$ cat config.mk
export PLATFORM = sky130hd
export DESIGN_NAME = instr_fetch_decode_flat
export DESIGN_NICKNAME = d
export VERILOG_FILES = /design/src/rtl/instr_fetch_decode_if.sv /design/src/rtl/instr_fetch_decode.sv /design/src/flat_wrapper.sv
export SDC_FILE = /design/constraint.sdc
export NUM_CORES = 1
export LEC_CHECK = 0
export BUFFER_PORTS_ARGS = -buffer_cell sky130_fd_sc_hd__buf_2
export CORE_MARGIN = 2
export CORE_UTILIZATION = 35
export CTS_CLUSTER_SIZE = 30
export DETAILED_ROUTE_END_ITERATION = 6
export GPL_TIMING_DRIVEN = 0
export SLEW_MARGIN = 25
export SYNTH_ARGS = -nofsm -noshare
export SYNTH_HDL_FRONTEND = slang
export SYNTH_SLANG_ARGS = --single-unit
$ cat constraint.sdc
create_clock -name clk -period 3.35 [get_ports clk]
set_input_delay 0.8375 -clock clk [delete_from_list [all_inputs] [get_ports clk]]
set_output_delay 0.8375 -clock clk [all_outputs]
set_load 0.02 [all_outputs]
$ cat src/rtl/instr_fetch_decode_if.sv
// Bundle of memory-fetch, issue and redirect signals for instr_fetch_decode.
// master = fetch/decode stage, slave = memory + execute environment.
interface instr_fetch_decode_if #(
  parameter int unsigned WIDTH = 16
);
  logic             mem_req;
  logic [WIDTH-1:0] mem_addr;
  logic [WIDTH-1:0] mem_rdata;
  logic             mem_ack;

  logic             issue_valid;
  logic             issue_ready;
  logic [3:0]       issue_opcode;
  logic [3:0]       issue_dest;
  logic [3:0]       issue_src;
  logic [3:0]       issue_ext;
  logic [WIDTH-1:0] issue_imm;
  logic [2:0]       issue_alu_c;
  logic [WIDTH-1:0] issue_pc;

  logic             redirect_valid;
  logic [WIDTH-1:0] redirect_pc;
  logic             halt;

  modport master (
    output mem_req, mem_addr,
    input  mem_rdata, mem_ack,
    output issue_valid, issue_opcode, issue_dest, issue_src, issue_ext,
    output issue_imm, issue_alu_c, issue_pc,
    input  issue_ready,
    input  redirect_valid, redirect_pc,
    output halt
  );

  modport slave (
    input  mem_req, mem_addr,
    output mem_rdata, mem_ack,
    input  issue_valid, issue_opcode, issue_dest, issue_src, issue_ext,
    input  issue_imm, issue_alu_c, issue_pc,
    output issue_ready,
    output redirect_valid, redirect_pc,
    input  halt
  );
endinterface

$ cat src/rtl/instr_fetch_decode.sv
// Fetch/decode front end: fetches 1-2 words, decodes, issues over valid/ready.
// Optional FETCH_STATS_EN adds issue_count / redirect_count output counters.
module instr_fetch_decode #(
  parameter int unsigned    WIDTH    = 16,
  parameter logic [WIDTH-1:0] RESET_PC = '0
) (
  input  logic clk,
  input  logic reset,
`ifdef FETCH_STATS_EN
  output logic [15:0] issue_count,
  output logic [15:0] redirect_count,
`endif
  instr_fetch_decode_if.master bus
);

  typedef enum logic [2:0] {
    S_FETCH,
    S_WAIT,
    S_IMM_FETCH,
    S_IMM_WAIT,
    S_ISSUE,
    S_HALTED
  } state_e;

  localparam logic [3:0] OP_LI = 4'b1100;
  localparam logic [3:0] OP_SY = 4'b1111;

  state_e           state_q, state_d;
  logic [WIDTH-1:0] pc_q, pc_d;
  logic [WIDTH-1:0] addr_q, addr_d;
  logic [WIDTH-1:0] ir_q, ir_d;
  logic [WIDTH-1:0] imm_q, imm_d;
  logic [WIDTH-1:0] ipc_q, ipc_d;
  logic             discard_q, discard_d;
  logic             halt_q, halt_d;

  // State and datapath registers
  always_ff @(posedge clk) begin
    if (!reset) begin
      state_q   <= S_FETCH;
      pc_q      <= RESET_PC;
      addr_q    <= '0;
      ir_q      <= '0;
      imm_q     <= '0;
      ipc_q     <= '0;
      discard_q <= 1'b0;
      halt_q    <= 1'b0;
    end else begin
      state_q   <= state_d;
      pc_q      <= pc_d;
      addr_q    <= addr_d;
      ir_q      <= ir_d;
      imm_q     <= imm_d;
      ipc_q     <= ipc_d;
      discard_q <= discard_d;
      halt_q    <= halt_d;
    end
  end

  // Next-state and datapath update
  always_comb begin
    state_d   = state_q;
    pc_d      = pc_q;
    addr_d    = addr_q;
    ir_d      = ir_q;
    imm_d     = imm_q;
    ipc_d     = ipc_q;
    discard_d = discard_q;
    halt_d    = halt_q;

    unique case (state_q)
      S_FETCH: begin
        if (bus.redirect_valid) begin
          pc_d = bus.redirect_pc;
        end else begin
          addr_d  = pc_q;
          state_d = S_WAIT;
        end
      end

      // An outstanding request always completes; a redirect seen before or
      // with the ack turns the returned word into a discard.
      S_WAIT: begin
        if (bus.mem_ack) begin
          if (bus.redirect_valid || discard_q) begin
            if (bus.redirect_valid) pc_d = bus.redirect_pc;
            discard_d = 1'b0;
            state_d   = S_FETCH;
          end else begin
            ir_d    = bus.mem_rdata;
            ipc_d   = pc_q;
            pc_d    = pc_q + 1'b1;
            imm_d   = '0;
            state_d = (bus.mem_rdata[15:12] == OP_LI) ? S_IMM_FETCH : S_ISSUE;
          end
        end else if (bus.redirect_valid) begin
          pc_d      = bus.redirect_pc;
          discard_d = 1'b1;
        end
      end

      S_IMM_FETCH: begin
        if (bus.redirect_valid) begin
          pc_d    = bus.redirect_pc;
          state_d = S_FETCH;
        end else begin
          addr_d  = pc_q;
          state_d = S_IMM_WAIT;
        end
      end

      S_IMM_WAIT: begin
        if (bus.mem_ack) begin
          if (bus.redirect_valid || discard_q) begin
            if (bus.redirect_valid) pc_d = bus.redirect_pc;
            discard_d = 1'b0;
            state_d   = S_FETCH;
          end else begin
            imm_d   = bus.mem_rdata;
            pc_d    = pc_q + 1'b1;
            state_d = S_ISSUE;
          end
        end else if (bus.redirect_valid) begin
          pc_d      = bus.redirect_pc;
          discard_d = 1'b1;
        end
      end

      // Redirect beats the handshake, so a dropped sy never sets halt.
      S_ISSUE: begin
        if (bus.redirect_valid) begin
          pc_d    = bus.redirect_pc;
          state_d = S_FETCH;
        end else if (bus.issue_ready) begin
          if (ir_q[15:12] == OP_SY) begin
            halt_d  = 1'b1;
            state_d = S_HALTED;
          end else begin
            state_d = S_FETCH;
          end
        end
      end

      S_HALTED: state_d = S_HALTED;

      default: state_d = S_FETCH;
    endcase
  end

  // Outputs
  always_comb begin
    bus.mem_req      = (state_q == S_WAIT) || (state_q == S_IMM_WAIT);
    bus.mem_addr     = addr_q;
    bus.issue_valid  = (state_q == S_ISSUE);
    bus.issue_opcode = ir_q[15:12];
    bus.issue_dest   = ir_q[11:8];
    bus.issue_src    = ir_q[7:4];
    bus.issue_ext    = ir_q[3:0];
    bus.issue_imm    = imm_q;
    bus.issue_pc     = ipc_q;
    bus.halt         = halt_q;
    unique case (ir_q[15:12])
      4'b0000: bus.issue_alu_c = 3'd0;
      4'b0001: bus.issue_alu_c = 3'd1;
      4'b0010: bus.issue_alu_c = 3'd2;
      4'b0100: bus.issue_alu_c = 3'd3;
      4'b0011: bus.issue_alu_c = 3'd4;
      default: bus.issue_alu_c = 3'd7;
    endcase
  end

`ifdef FETCH_STATS_EN
  logic        issue_hs;
  logic        redirect_acc;
  logic [15:0] issue_cnt_q, redirect_cnt_q;

  assign issue_hs     = (state_q == S_ISSUE) && bus.issue_ready && !bus.redirect_valid;
  assign redirect_acc = bus.redirect_valid && (state_q != S_HALTED);

  always_ff @(posedge clk) begin
    if (!reset) begin
      issue_cnt_q    <= '0;
      redirect_cnt_q <= '0;
    end else begin
      if (issue_hs)     issue_cnt_q    <= issue_cnt_q + 16'd1;
      if (redirect_acc) redirect_cnt_q <= redirect_cnt_q + 16'd1;
    end
  end

  assign issue_count    = issue_cnt_q;
  assign redirect_count = redirect_cnt_q;
`endif

endmodule
$ cat src/flat_wrapper.sv
// flat-port wrapper written by rule: the top's interface ports become plain ports
module instr_fetch_decode_flat 
#(
  parameter int unsigned    WIDTH    = 16,
  parameter logic [WIDTH-1:0] RESET_PC = '0
)
  (clk, reset, bus_mem_req, bus_mem_addr, bus_mem_rdata, bus_mem_ack, bus_issue_valid, bus_issue_opcode, bus_issue_dest, bus_issue_src, bus_issue_ext, bus_issue_imm, bus_issue_alu_c, bus_issue_pc, bus_issue_ready, bus_redirect_valid, bus_redirect_pc, bus_halt);
  instr_fetch_decode_if #(.WIDTH(WIDTH)) bus_i ();
  input  logic clk;
  input  logic reset;
  output wire logic [$bits(bus_i.mem_req)-1:0] bus_mem_req;
  output wire logic [$bits(bus_i.mem_addr)-1:0] bus_mem_addr;
  input wire logic [$bits(bus_i.mem_rdata)-1:0] bus_mem_rdata;
  input wire logic [$bits(bus_i.mem_ack)-1:0] bus_mem_ack;
  output wire logic [$bits(bus_i.issue_valid)-1:0] bus_issue_valid;
  output wire logic [$bits(bus_i.issue_opcode)-1:0] bus_issue_opcode;
  output wire logic [$bits(bus_i.issue_dest)-1:0] bus_issue_dest;
  output wire logic [$bits(bus_i.issue_src)-1:0] bus_issue_src;
  output wire logic [$bits(bus_i.issue_ext)-1:0] bus_issue_ext;
  output wire logic [$bits(bus_i.issue_imm)-1:0] bus_issue_imm;
  output wire logic [$bits(bus_i.issue_alu_c)-1:0] bus_issue_alu_c;
  output wire logic [$bits(bus_i.issue_pc)-1:0] bus_issue_pc;
  input wire logic [$bits(bus_i.issue_ready)-1:0] bus_issue_ready;
  input wire logic [$bits(bus_i.redirect_valid)-1:0] bus_redirect_valid;
  input wire logic [$bits(bus_i.redirect_pc)-1:0] bus_redirect_pc;
  output wire logic [$bits(bus_i.halt)-1:0] bus_halt;
  assign bus_mem_req = bus_i.mem_req;
  assign bus_mem_addr = bus_i.mem_addr;
  assign bus_i.mem_rdata = bus_mem_rdata;
  assign bus_i.mem_ack = bus_mem_ack;
  assign bus_issue_valid = bus_i.issue_valid;
  assign bus_issue_opcode = bus_i.issue_opcode;
  assign bus_issue_dest = bus_i.issue_dest;
  assign bus_issue_src = bus_i.issue_src;
  assign bus_issue_ext = bus_i.issue_ext;
  assign bus_issue_imm = bus_i.issue_imm;
  assign bus_issue_alu_c = bus_i.issue_alu_c;
  assign bus_issue_pc = bus_i.issue_pc;
  assign bus_i.issue_ready = bus_issue_ready;
  assign bus_i.redirect_valid = bus_redirect_valid;
  assign bus_i.redirect_pc = bus_redirect_pc;
  assign bus_halt = bus_i.halt;
  instr_fetch_decode #(.WIDTH(WIDTH), .RESET_PC(RESET_PC)) u_core (.clk(clk), .reset(reset), .bus(bus_i));
endmodule
==> metrics.yaml <==
hold_class: "flop to flop"
clock_latency_ns: 0.37
report.final.setup_viol: 0
crit_type: "flop to primary output"
antenna_found_initial: 0
antenna_nets_post_route: 0
ys_async_sr_fraction: 0
antennaDiodeCount: 0
wl_per_cell_um: 15.97
synth-edff-count: 0
synth_sequential_area_ratio: 0.4426
holdBufCountCts: 0
grt_start_max_net_pins: 16
power.share.sequential: 0.485
place.port_buffers: 106
worst-slew-pin-transition_ns: 0.8838
synth.distinct_cells: 61
power_per_cell_area_mw_per_mm2: 484.8
setup_total_negative_slack_ns: 0
effective_utilization_at_floorplan: 0.3562
cts.repair.resized: 0
place_congestion: 0.9267
ctsRootBufferMaster: "clkbuf_8"
core_mm2: 0.01079
max-cap-violations: 0
syn-mean-instance-area_um2: 7.736
power.ir.vdd_worst_mv: 0.1642
clock_path_buffers: 2
die_x_um: 108.8
switching_power_of_the_nets_uw: 743.5
fill_cells: 1090
run_status: "complete, no violations"
remaining_drc_errors: 0
min_path_cells: 2
grt_pass1_wl_mm: 19.04
cts.clk_slew.worst_paths_ns: 0.09
layout.nets: 652
drt_pass1_iterations: 5
tritoncts_buffer_count: 9
cts_tree: "built"
worst-endpoint-required_ns: 2.51
route.final.wire_length_mm: 12.12
swShare: 0.3229
worst_hold_margin_ns: 0.4535
finalCriticalPeriod_ns: 2.538
routed-via-count: 4049
cts_setup_buffers: 0
routed_via_density: 5.335
final-hold-violation-count: 0
placement_row_count: 38
die_area_mm2: 0.01184
endpoint_arrival_time_on_the_critical_path_ns: 1.70
die_h_um: 108.8
ys_dominant_reg_cell: "dfxtp_1"
max_clock_freq_ghz: 0.3941
power_frac_comb: 0.187
maxSlewViolCount: 0
cts_sinks: 85
timing.max_slew.rel_slack: 0.4095
critPathMaxFanout: 10
mappedNetlistNets: 535
leakagePower_nw: 1.920
post_synth_inst_count: 497
ctsHtreeMaxLevel: 3
critPathCaptureType: "primary output"
utilization: 0.4401
io_pins: 107
finClkSkew_ns: 0.008965
yosys_warnings: 0
ys_seq_elements: 85
total_global_routing_overflow: 0
synthToLayoutAreaGrowth_pct: 23.53
worstSetupStartpointType: "flop"
grt_setup_unrepaired: "no"
power_report.internal_total_mw: 1.559
worst-r2r-cell-count: 6
initialDrtViolationCount: 262
synth_area_mm2: 0.003845
power.clock.fraction: 0.328
global_route.usage.total: 0.2098
detailed_place_hpwl_mm: 8.996
post_route_cells_drive_above_1_share: 0.2359
first_global_vias: 3837
layout_worst_path_cycle_share: 0.7575
-- layout make-up --
| class | instances | area, um2 | area share |
|---|---|---|---|
| multi-input combinational | 365 | 1933 | 0.4070 |
| sequential | 85 | 1702 | 0.3583 |
| timing repair buffer | 106 | 530.5 | 0.1117 |
| buffer | 40 | 183.9 | 0.03872 |
| tap | 140 | 175.2 | 0.03688 |
| clock buffer | 10 | 127.6 | 0.02687 |
| clock inverter | 6 | 71.32 | 0.01502 |
| inverter | 7 | 26.28 | 0.005532 |
-- through the flow --
step                total power, mW  area, um2  worst slack (ns)  cells
global route                  2.421       4750            0.6782    759
CTS                           2.319       4750            0.8159    759
finish                        2.302       4750            0.8124    759
detailed placement            1.566       4551            0.8117    743
floorplan                     1.410       3845             1.288    497
global placement              1.561       4551            0.8026    743
-- placed cells by master (no fill, tap or decap), types with 3 or more instances in the layout --
cell type,n
a21oi_1,80
a211oi_1,5
dfxtp_1,85
nand2_1,132
o21ai_0,14
nand4_1,8
mux2i_1,4
clkbuf_8,9
o22ai_1,4
a32oi_1,4
nor3_1,6
clkbuf_1,26
and3_1,4
and2_1,5
nor2_1,13
buf_2,117
nor4_1,3
nand3_1,28
nor2b_1,3
inv_1,6
-- cell usage after synthesis, drive strengths merged, types with 3 or more instances --
cell type | n | area share
buf | 14 | 0.022
a211oi | 5 | 0.0098
nand3 | 28 | 0.036
nor2b | 3 | 0.0049
inv | 7 | 0.0068
nor2 | 14 | 0.014
nor4 | 3 | 0.0049
mux2i | 4 | 0.010
o22ai | 4 | 0.0065
nand2 | 132 | 0.13
and3 | 4 | 0.0065
a32oi | 4 | 0.0091
o21ai | 14 | 0.018
clkbuf | 26 | 0.026
nand4 | 8 | 0.013
a21oi | 80 | 0.10
dfxtp | 85 | 0.44
and2 | 5 | 0.0081
nor3 | 7 | 0.010
-- sequential cells by signal (all words and copies together), names as in the netlist --
register              flops
u_core.state_q            3
u_core.ir_q              16
u_core.discard_q          1
u_core.bus.issue_pc      16
u_core.bus.issue_imm     16
u_core.bus.halt           1
u_core.bus.mem_addr      16
u_core.pc_q              16
-- power groups by stage --
stage,logic [mW],clock network [mW],registers [mW]
2_1_floorplan,0.259,0,1.15
3_3_place_gp,0.423,0,1.14
3_5_place_dp,0.425,0,1.14
4_1_cts,0.427,0.775,1.12
5_1_grt,0.473,0.822,1.13
6_report,0.430,0.755,1.12
-- routing by layer --
metal  share of wire  GRT usage  vias up
met5               0          0        -
met4           0.022    0.08242        0
met3           0.067    0.04005       27
met2            0.46     0.3424      150
met1            0.45     0.2737     1894
li1                -          -     1978
-- worst max-delay path, cell delays in order (launching register included) --
cell     delay [ns]
dfxtp_1        0.33
buf_2          0.20
buf_2          0.22
nor2b_1        0.35
buf_2          0.24
-- kinds of logic after synthesis --
logic type / count (synthesis) / share of synthesized area
flops: 85 / 0.4426
compound gates: 136 / 0.2115
simple gates: 222 / 0.2717
fa+ha+maj: 1 / 0.003254
buf+inv: 47 / 0.05467
mux: 6 / 0.01627
-- final timing paths --
kind / startpoint / slack, ns / endpoint
setup / recovery: u_core.state_q[0] / 0.81 / bus_mem_req
hold / removal: u_core.bus.issue_imm[0] / 0.45 / u_core.bus.issue_imm[0]
setup reg to reg: u_core.state_q[1] / 1.29 / u_core.pc_q[2]
hold reg to reg: u_core.bus.issue_imm[0] / 0.45 / u_core.bus.issue_imm[0]
No activity file was read; power rests on OpenSTA's default activity.
